## src/rtl/face_pkg.sv

```systemverilog
// Shared window geometry and FSM state encodings for the capture/scan
// sequencer and the face-detector window engine.
package face_pkg;

  localparam int IMG_ROWS       = 150;
  localparam int IMG_COLS       = 300;
  localparam int WIN            = 24;
  localparam int STRIDE         = 4;
  localparam int TIMEOUT_FRAMES = 4;

  // Largest origin that still keeps a whole window inside the image.
  function automatic int last_origin(input int dim, input int win, input int stride);
    return ((dim - win) / stride) * stride;
  endfunction

  localparam int LAST_ROW    = last_origin(IMG_ROWS, WIN, STRIDE);
  localparam int LAST_COL    = last_origin(IMG_COLS, WIN, STRIDE);
  localparam int N_WIN_ROWS  = LAST_ROW / STRIDE + 1;
  localparam int N_WIN_COLS  = LAST_COL / STRIDE + 1;
  localparam int WIN_COUNT   = N_WIN_ROWS * N_WIN_COLS;

  localparam logic [1:0] ST_IDLE    = 2'd0;
  localparam logic [1:0] ST_ARM     = 2'd1;
  localparam logic [1:0] ST_CAPTURE = 2'd2;
  localparam logic [1:0] ST_SCAN    = 2'd3;

endpackage

```

## src/rtl/window_stepper.sv

```systemverilog
// Raster-order window origin counters; last is registered alongside the
// origin so it always describes the origin currently presented.
module window_stepper #(
  parameter int IMG_ROWS = face_pkg::IMG_ROWS,
  parameter int IMG_COLS = face_pkg::IMG_COLS,
  parameter int WIN      = face_pkg::WIN,
  parameter int STRIDE   = face_pkg::STRIDE,
  parameter int RW       = $clog2(IMG_ROWS),
  parameter int CW       = $clog2(IMG_COLS)
) (
  input  logic          clk,
  input  logic          reset,
  input  logic          clear,
  input  logic          step,
  output logic [RW-1:0] row,
  output logic [CW-1:0] col,
  output logic          last
);
  import face_pkg::*;

  localparam logic [RW-1:0] LR   = RW'(last_origin(IMG_ROWS, WIN, STRIDE));
  localparam logic [CW-1:0] LC   = CW'(last_origin(IMG_COLS, WIN, STRIDE));
  localparam logic [RW-1:0] RSTP = RW'(STRIDE);
  localparam logic [CW-1:0] CSTP = CW'(STRIDE);
  localparam logic          ONE_WIN = (LR == '0) && (LC == '0);

  logic [RW-1:0] row_inc;
  logic [CW-1:0] col_inc;

  assign row_inc = row + RSTP;
  assign col_inc = col + CSTP;

  always_ff @(posedge clk) begin
    if (reset) begin
      row  <= '0;
      col  <= '0;
      last <= 1'b0;
    end else if (clear) begin
      row  <= '0;
      col  <= '0;
      last <= ONE_WIN;
    end else if (step) begin
      if (col == LC) begin
        col  <= '0;
        row  <= row_inc;
        last <= (row_inc == LR) && (LC == '0);
      end else begin
        col  <= col_inc;
        last <= (row == LR) && (col_inc == LC);
      end
    end
  end

endmodule

```

## src/rtl/capture_scan_sequencer.sv

```systemverilog
// Arms ImageRead at a frame boundary, waits for dataready, then issues every
// window origin of the captured frame to the detector over valid/ready.
module capture_scan_sequencer #(
  parameter int IMG_ROWS       = face_pkg::IMG_ROWS,
  parameter int IMG_COLS       = face_pkg::IMG_COLS,
  parameter int WIN            = face_pkg::WIN,
  parameter int STRIDE         = face_pkg::STRIDE,
  parameter int TIMEOUT_FRAMES = face_pkg::TIMEOUT_FRAMES
) (
  input  logic                        pixclk,
  input  logic                        RESET,
  input  logic [9:0]                  vsync,
  input  logic                        run,
  input  logic                        single,
  output logic                        cansend,
  input  logic                        dataready,
  output logic                        win_valid,
  input  logic                        win_ready,
  output logic [$clog2(IMG_ROWS)-1:0] win_row,
  output logic [$clog2(IMG_COLS)-1:0] win_col,
  output logic                        win_last,
  output logic                        busy,
  output logic                        scan_done,
  output logic                        timeout_err,
  output logic [7:0]                  drop_cnt
);
  import face_pkg::*;

  localparam int FC_W = $clog2(TIMEOUT_FRAMES + 1);
  localparam logic [FC_W-1:0] FC_LAST = FC_W'(TIMEOUT_FRAMES - 1);

  logic [1:0]      state, state_nxt;
  logic [9:0]      vsync_q;
  logic            fs;
  logic            oneshot;
  logic [FC_W-1:0] frame_cnt;
  logic            hs, final_hs, timeout;

  assign fs       = (vsync == '0) && (vsync_q != '0);
  assign hs       = win_valid && win_ready;
  assign final_hs = hs && win_last;
  // dataready takes priority over a coincident frame start.
  assign timeout  = (state == ST_CAPTURE) && !dataready && fs && (frame_cnt == FC_LAST);

  always_comb begin
    state_nxt = state;
    case (state)
      ST_IDLE:    if (run || single || oneshot) state_nxt = ST_ARM;
      ST_ARM:     if (fs) state_nxt = ST_CAPTURE;
      ST_CAPTURE: if (dataready) state_nxt = ST_SCAN;
                  else if (timeout) state_nxt = ST_IDLE;
      ST_SCAN:    if (final_hs) state_nxt = run ? ST_ARM : ST_IDLE;
      default:    state_nxt = ST_IDLE;
    endcase
  end

  always_ff @(posedge pixclk) begin
    if (RESET) begin
      state       <= ST_IDLE;
      vsync_q     <= '0;
      oneshot     <= 1'b0;
      frame_cnt   <= '0;
      cansend     <= 1'b0;
      win_valid   <= 1'b0;
      busy        <= 1'b0;
      scan_done   <= 1'b0;
      timeout_err <= 1'b0;
      drop_cnt    <= '0;
    end else begin
      state     <= state_nxt;
      vsync_q   <= vsync;
      cansend   <= (state_nxt == ST_CAPTURE);
      win_valid <= (state_nxt == ST_SCAN);
      busy      <= (state_nxt != ST_IDLE);
      scan_done <= final_hs;

      if (state_nxt == ST_IDLE && state != ST_IDLE) oneshot <= 1'b0;
      else if (single)                              oneshot <= 1'b1;

      if (state != ST_CAPTURE)   frame_cnt <= '0;
      else if (fs && !dataready) frame_cnt <= frame_cnt + 1'b1;

      if (timeout) timeout_err <= 1'b1;

      if (state == ST_SCAN && fs && drop_cnt != 8'hFF) drop_cnt <= drop_cnt + 8'd1;
    end
  end

  // Origin counters sit at (0,0) whenever not scanning.
  window_stepper #(
    .IMG_ROWS(IMG_ROWS), .IMG_COLS(IMG_COLS), .WIN(WIN), .STRIDE(STRIDE)
  ) u_stepper (
    .clk   (pixclk),
    .reset (RESET),
    .clear (state_nxt != ST_SCAN),
    .step  (hs),
    .row   (win_row),
    .col   (win_col),
    .last  (win_last)
  );

endmodule

```

## config.mk

```make
export PLATFORM = sky130hd
export DESIGN_NAME = capture_scan_sequencer
export DESIGN_NICKNAME = d
export VERILOG_FILES = /design/src/rtl/face_pkg.sv /design/src/rtl/window_stepper.sv /design/src/rtl/capture_scan_sequencer.sv
export SDC_FILE = /design/constraint.sdc
export NUM_CORES = 1
export LEC_CHECK = 0
export CORE_ASPECT_RATIO = 1.2
export CORE_MARGIN = 2
export CORE_UTILIZATION = 31
export DETAILED_ROUTE_END_ITERATION = 16
export GPL_TIMING_DRIVEN = 0
export HOLD_SLACK_MARGIN = 0.08
export PLACE_DENSITY_LB_ADDON = 0.05
export SETUP_SLACK_MARGIN = 0.4
export SLEW_MARGIN = 20
export SYNTH_ARGS = -nofsm -noshare
export SYNTH_HDL_FRONTEND = slang
export SYNTH_SLANG_ARGS = --single-unit
```

## constraint.sdc

```tcl
create_clock -name pixclk -period 3.95 [get_ports pixclk]
set_input_delay 0.79 -clock pixclk [delete_from_list [all_inputs] [get_ports pixclk]]
set_output_delay 0.79 -clock pixclk [all_outputs]
set_load 0.02 [all_outputs]
```

==> summary.md <==
| Metric | Value |
|---|---|
| Data required, critical path | `4.11 ns` |
| RSZ-0062 raised after global routing | `no` |
| Resized Gates After CTS | `0` |
| CTS Buffer Depth | `2` |
| Footprint of the multi-input gates | `1030 um2` |
| Tot Pwr | `747 uW` |
| GRT Overall Usage | `13.4%` |
| Total die area | `7000 um2` |
| CP startpoint | `vsync[0]` |
| Internal power | `584 uW` |
| Initial antenna violation count | `0` |
| Slowest Stage Delay on Critical Path | `0.45 ns` |
| Reg2reg setup slack | `1.91 ns` |
| Startpoint Class | `input port` |
| Most frequent cells in the layout | `43 x dfxtp_1, 42 x clkdlybuf4s50_1, 38 x nor2_1` |
| Distinct cells, synth | `43` |
| TritonCTS clock tree | `yes` |
| Num rows | `31` |
| Worst Reg-to-Reg Cells | `6` |
| DRT Pass-1 Iters | `4` |
| XOR/XNOR Fraction of Synth Area | `6.24%` |
| Buf/Inv on CP | `2` |
| FF-to-FF End | `drop_cnt[7]` |
| Synth Register Bits | `43` |
| Clk pwr share | `34.0%` |
| WL final | `4370 um` |
| Routability cong. | `0.771` |
| Adder-cell area share of the yosys netlist | `4.46%` |
| Post-CTS Setup Bufs | `0` |
| Mux cell area share after synthesis | `2.04%` |
| Clock Pin Slew Worst Setup and Hold Paths | `0.07 ns` |
| Post-DP HPWL | `3310 um` |
| Cell Pwr Density | `290 nW/um2` |
| Reg area | `861 um2` |
| Wire per inst | `12.3 um` |
| Worst EP arrival | `2.93 ns` |
| Cells along the critical path | `clkdlybuf4s50_1 > nor4_4 > and4_1 > nand4_1 > nand4b_1 > clkbuf_1 > nor2_1` |
| Largest net degree at the start of global routing | `12` |
| Syn Area/Cell | `8.81 um2` |
| Most common cell after layout, fill and taps aside | `dfxtp_1` |
| Final Setup Violations | `0` |
| Setup WS pre-CTS | `0.852 ns` |
| Max_slew headroom | `54.2%` |
| Initial core utilization | `32.3%` |
| Max-cap viol count | `0` |
| Worst slew pin tran | `0.677 ns` |
| CP Capture Point | `u_stepper.col[6]` |
| P&R area growth vs syn | `30.9%` |
| Hold crit path type | `reg2reg` |
| Post-synth EDFFs | `0` |
| DR vias | `1681` |
| Worst Setup End Kind | `flip-flop` |
| Post-Syn Area | `1970 um2` |
| Primary FF master, synth | `dfxtp_1` |
| Logic pwr share | `6.5%` |
| Setup ws final | `1.19 ns` |
| Clock Latency Late Sink | `0.29 ns` |
| Simple-gate share of the synthesized area | `29.4%` |
| Layout cells sized above 1 | `5.84%` |
| H-tree levels | `2` |
| First-pass GRT wire length | `7650 um` |
| DRT iter0 DRCs | `56` |
| Setup CP Type | `in2reg` |
| Crit path max-delay family | `simple AND/OR/NAND/NOR gates` |
| Sw Pwr | `163 uW` |
| Clock buffer count from CTS | `5` |
| Num ports | `47` |
| Asr flop ratio synth | `0%` |
| Die H | `91.2 um` |
| # clock sinks | `43` |
| Seq/Total Area, Yosys | `43.8%` |
| Core Region | `6090 um2` |
| Slew Viols, Final | `0` |
| Final setup TNS | `0 ns` |
| Leakage | `0.863 nW` |
| Hold buffers post-CTS | `0` |
| WP depth | `7` |
| Vias per Instance | `4.72` |
| Largest family of logic cells by synthesized area | `simple AND/OR/NAND/NOR gates` |
| Total congestion overflow | `0` |
| Sequential power share | `59.4%` |
| Setup Skew | `0.00297 ns` |
| Slowest CP cell | `clkdlybuf4s50_1` |
| Post-route antenna net violation count | `0` |
| PortBufs | `42` |
| Vias in the first global route | `1648` |
| Peak supply drop | `103 uV` |
| CTS root buffer | `clkbuf_8` |
| Final min period | `2.76 ns` |
| Die X | `76.7 um` |
| Max FO, Critical Path | `10` |
| Layout net count | `298` |
| Mapped Cells | `223` |
| Fin crit share | `69.9%` |
| Final hold vios | `0` |
| Switching fraction of total power | `21.8%` |
| Antenna diodes | `0` |
| Synth Area in Compound Gates | `9.29%` |
| Status | `finished, final reports clean` |
| Fillers | `663` |
| R2R Path Start | `drop_cnt[0]` |
| Ys Warns | `0` |
| DRC viols | `0` |
| Fmax | `362 MHz` |
-- flip-flops by register name, summed over array words and instances, names as in the netlist --
name	flops
state	2
frame_cnt	3
scan_done	1
oneshot	1
timeout_err	1
u_stepper.row	6
win_valid	1
drop_cnt	8
vsync_q	10
u_stepper.last	1
busy	1
cansend	1
u_stepper.col	7
-- through the flow --
step,area (um2),instances,util [%],hold WS (ns)
2_1_floorplan,1980,226,-,0.465
3_3_place_gp,2500,350,41.1,0.482
3_5_place_dp,2500,350,41.1,0.489
4_1_cts,2570,356,42.2,0.507
5_1_grt,2570,356,42.2,0.548
6_report,2570,356,42.2,0.505
-- worst register-to-register path, delay by kind of cell, from the launching register on --
kind | cells | cell delay [ns]
and+or+nand+nor | 3 | 1.04
adders and majority gates | 1 | 0.22
DFF | 1 | 0.35
AOI/OAI and AO/OA | 2 | 0.37
-- area by class of cell --
class | count | share of cell area, %
clock buffers | 6 | 2.82
repair buffers | 42 | 16.3
flip-flops and latches | 43 | 33.5
plain buffers | 11 | 2.19
inverters | 9 | 1.31
well taps | 82 | 3.99
multi-input cells | 163 | 39.9
-- metal layers --
metal  vias up  GRT usage, %  share of wire [%]
li1        871             -                  -
met1       769          15.9                 45
met2        34          23.0                 49
met3         7          3.78                4.4
met4         0          4.85                1.4
met5         -             0                  0
-- worst min-delay path by stage --
stage                               from             end  slack [ns]  cells after the start
after floorplan             frame_cnt[1]    frame_cnt[1]        0.46                      2
after global placement      frame_cnt[1]    frame_cnt[1]        0.48                      2
after detailed placement     drop_cnt[7]     drop_cnt[7]        0.49                      2
after CTS                    drop_cnt[7]     drop_cnt[7]        0.51                      2
after global routing         drop_cnt[5]     drop_cnt[5]        0.55                      2
final                     u_stepper.last  u_stepper.last        0.50                      2
-- logic make-up (layout without fill, tap and decap cells) --
group	Yosys count	in the layout
AOI/OAI and AO/OA	28	28
xor gates and xnor gates	14	14
adders and majority gates	7	7
buffers and inverters	20	68
DFF	43	43
muxes	4	4
other	1	4
and+or+nand+nor	106	106
-- power groups by stage --
stage,logic (mW),clock network (mW),registers (mW)
after floorplan,0.0233,0,0.454
after global placement,0.0498,0,0.454
after detailed placement,0.0491,0,0.454
after CTS,0.0495,0.269,0.444
after global routing,0.0539,0.286,0.444
final,0.0487,0.254,0.444
-- synth_stat cells, types with 4 or more instances --
cell type / instances / share of area [%]
dfxtp_1: 43 / 44
nor2_1: 38 / 7.3
nand2_1: 12 / 2.3
nor2b_1: 10 / 3.2
inv_1: 9 / 1.7
xnor2_1: 9 / 4.0
a21oi_1: 8 / 2.0
clkbuf_1: 7 / 1.3
ha_1: 7 / 4.5
nand4_1: 7 / 2.2
nor3_1: 7 / 1.8
nand3_1: 6 / 1.5
nor4_1: 6 / 1.9
o21ai_0: 6 / 1.5
xor2_1: 5 / 2.2
buf_4: 4 / 1.5
mux2i_1: 4 / 2.0
Power figures use the tool's default switching activity.
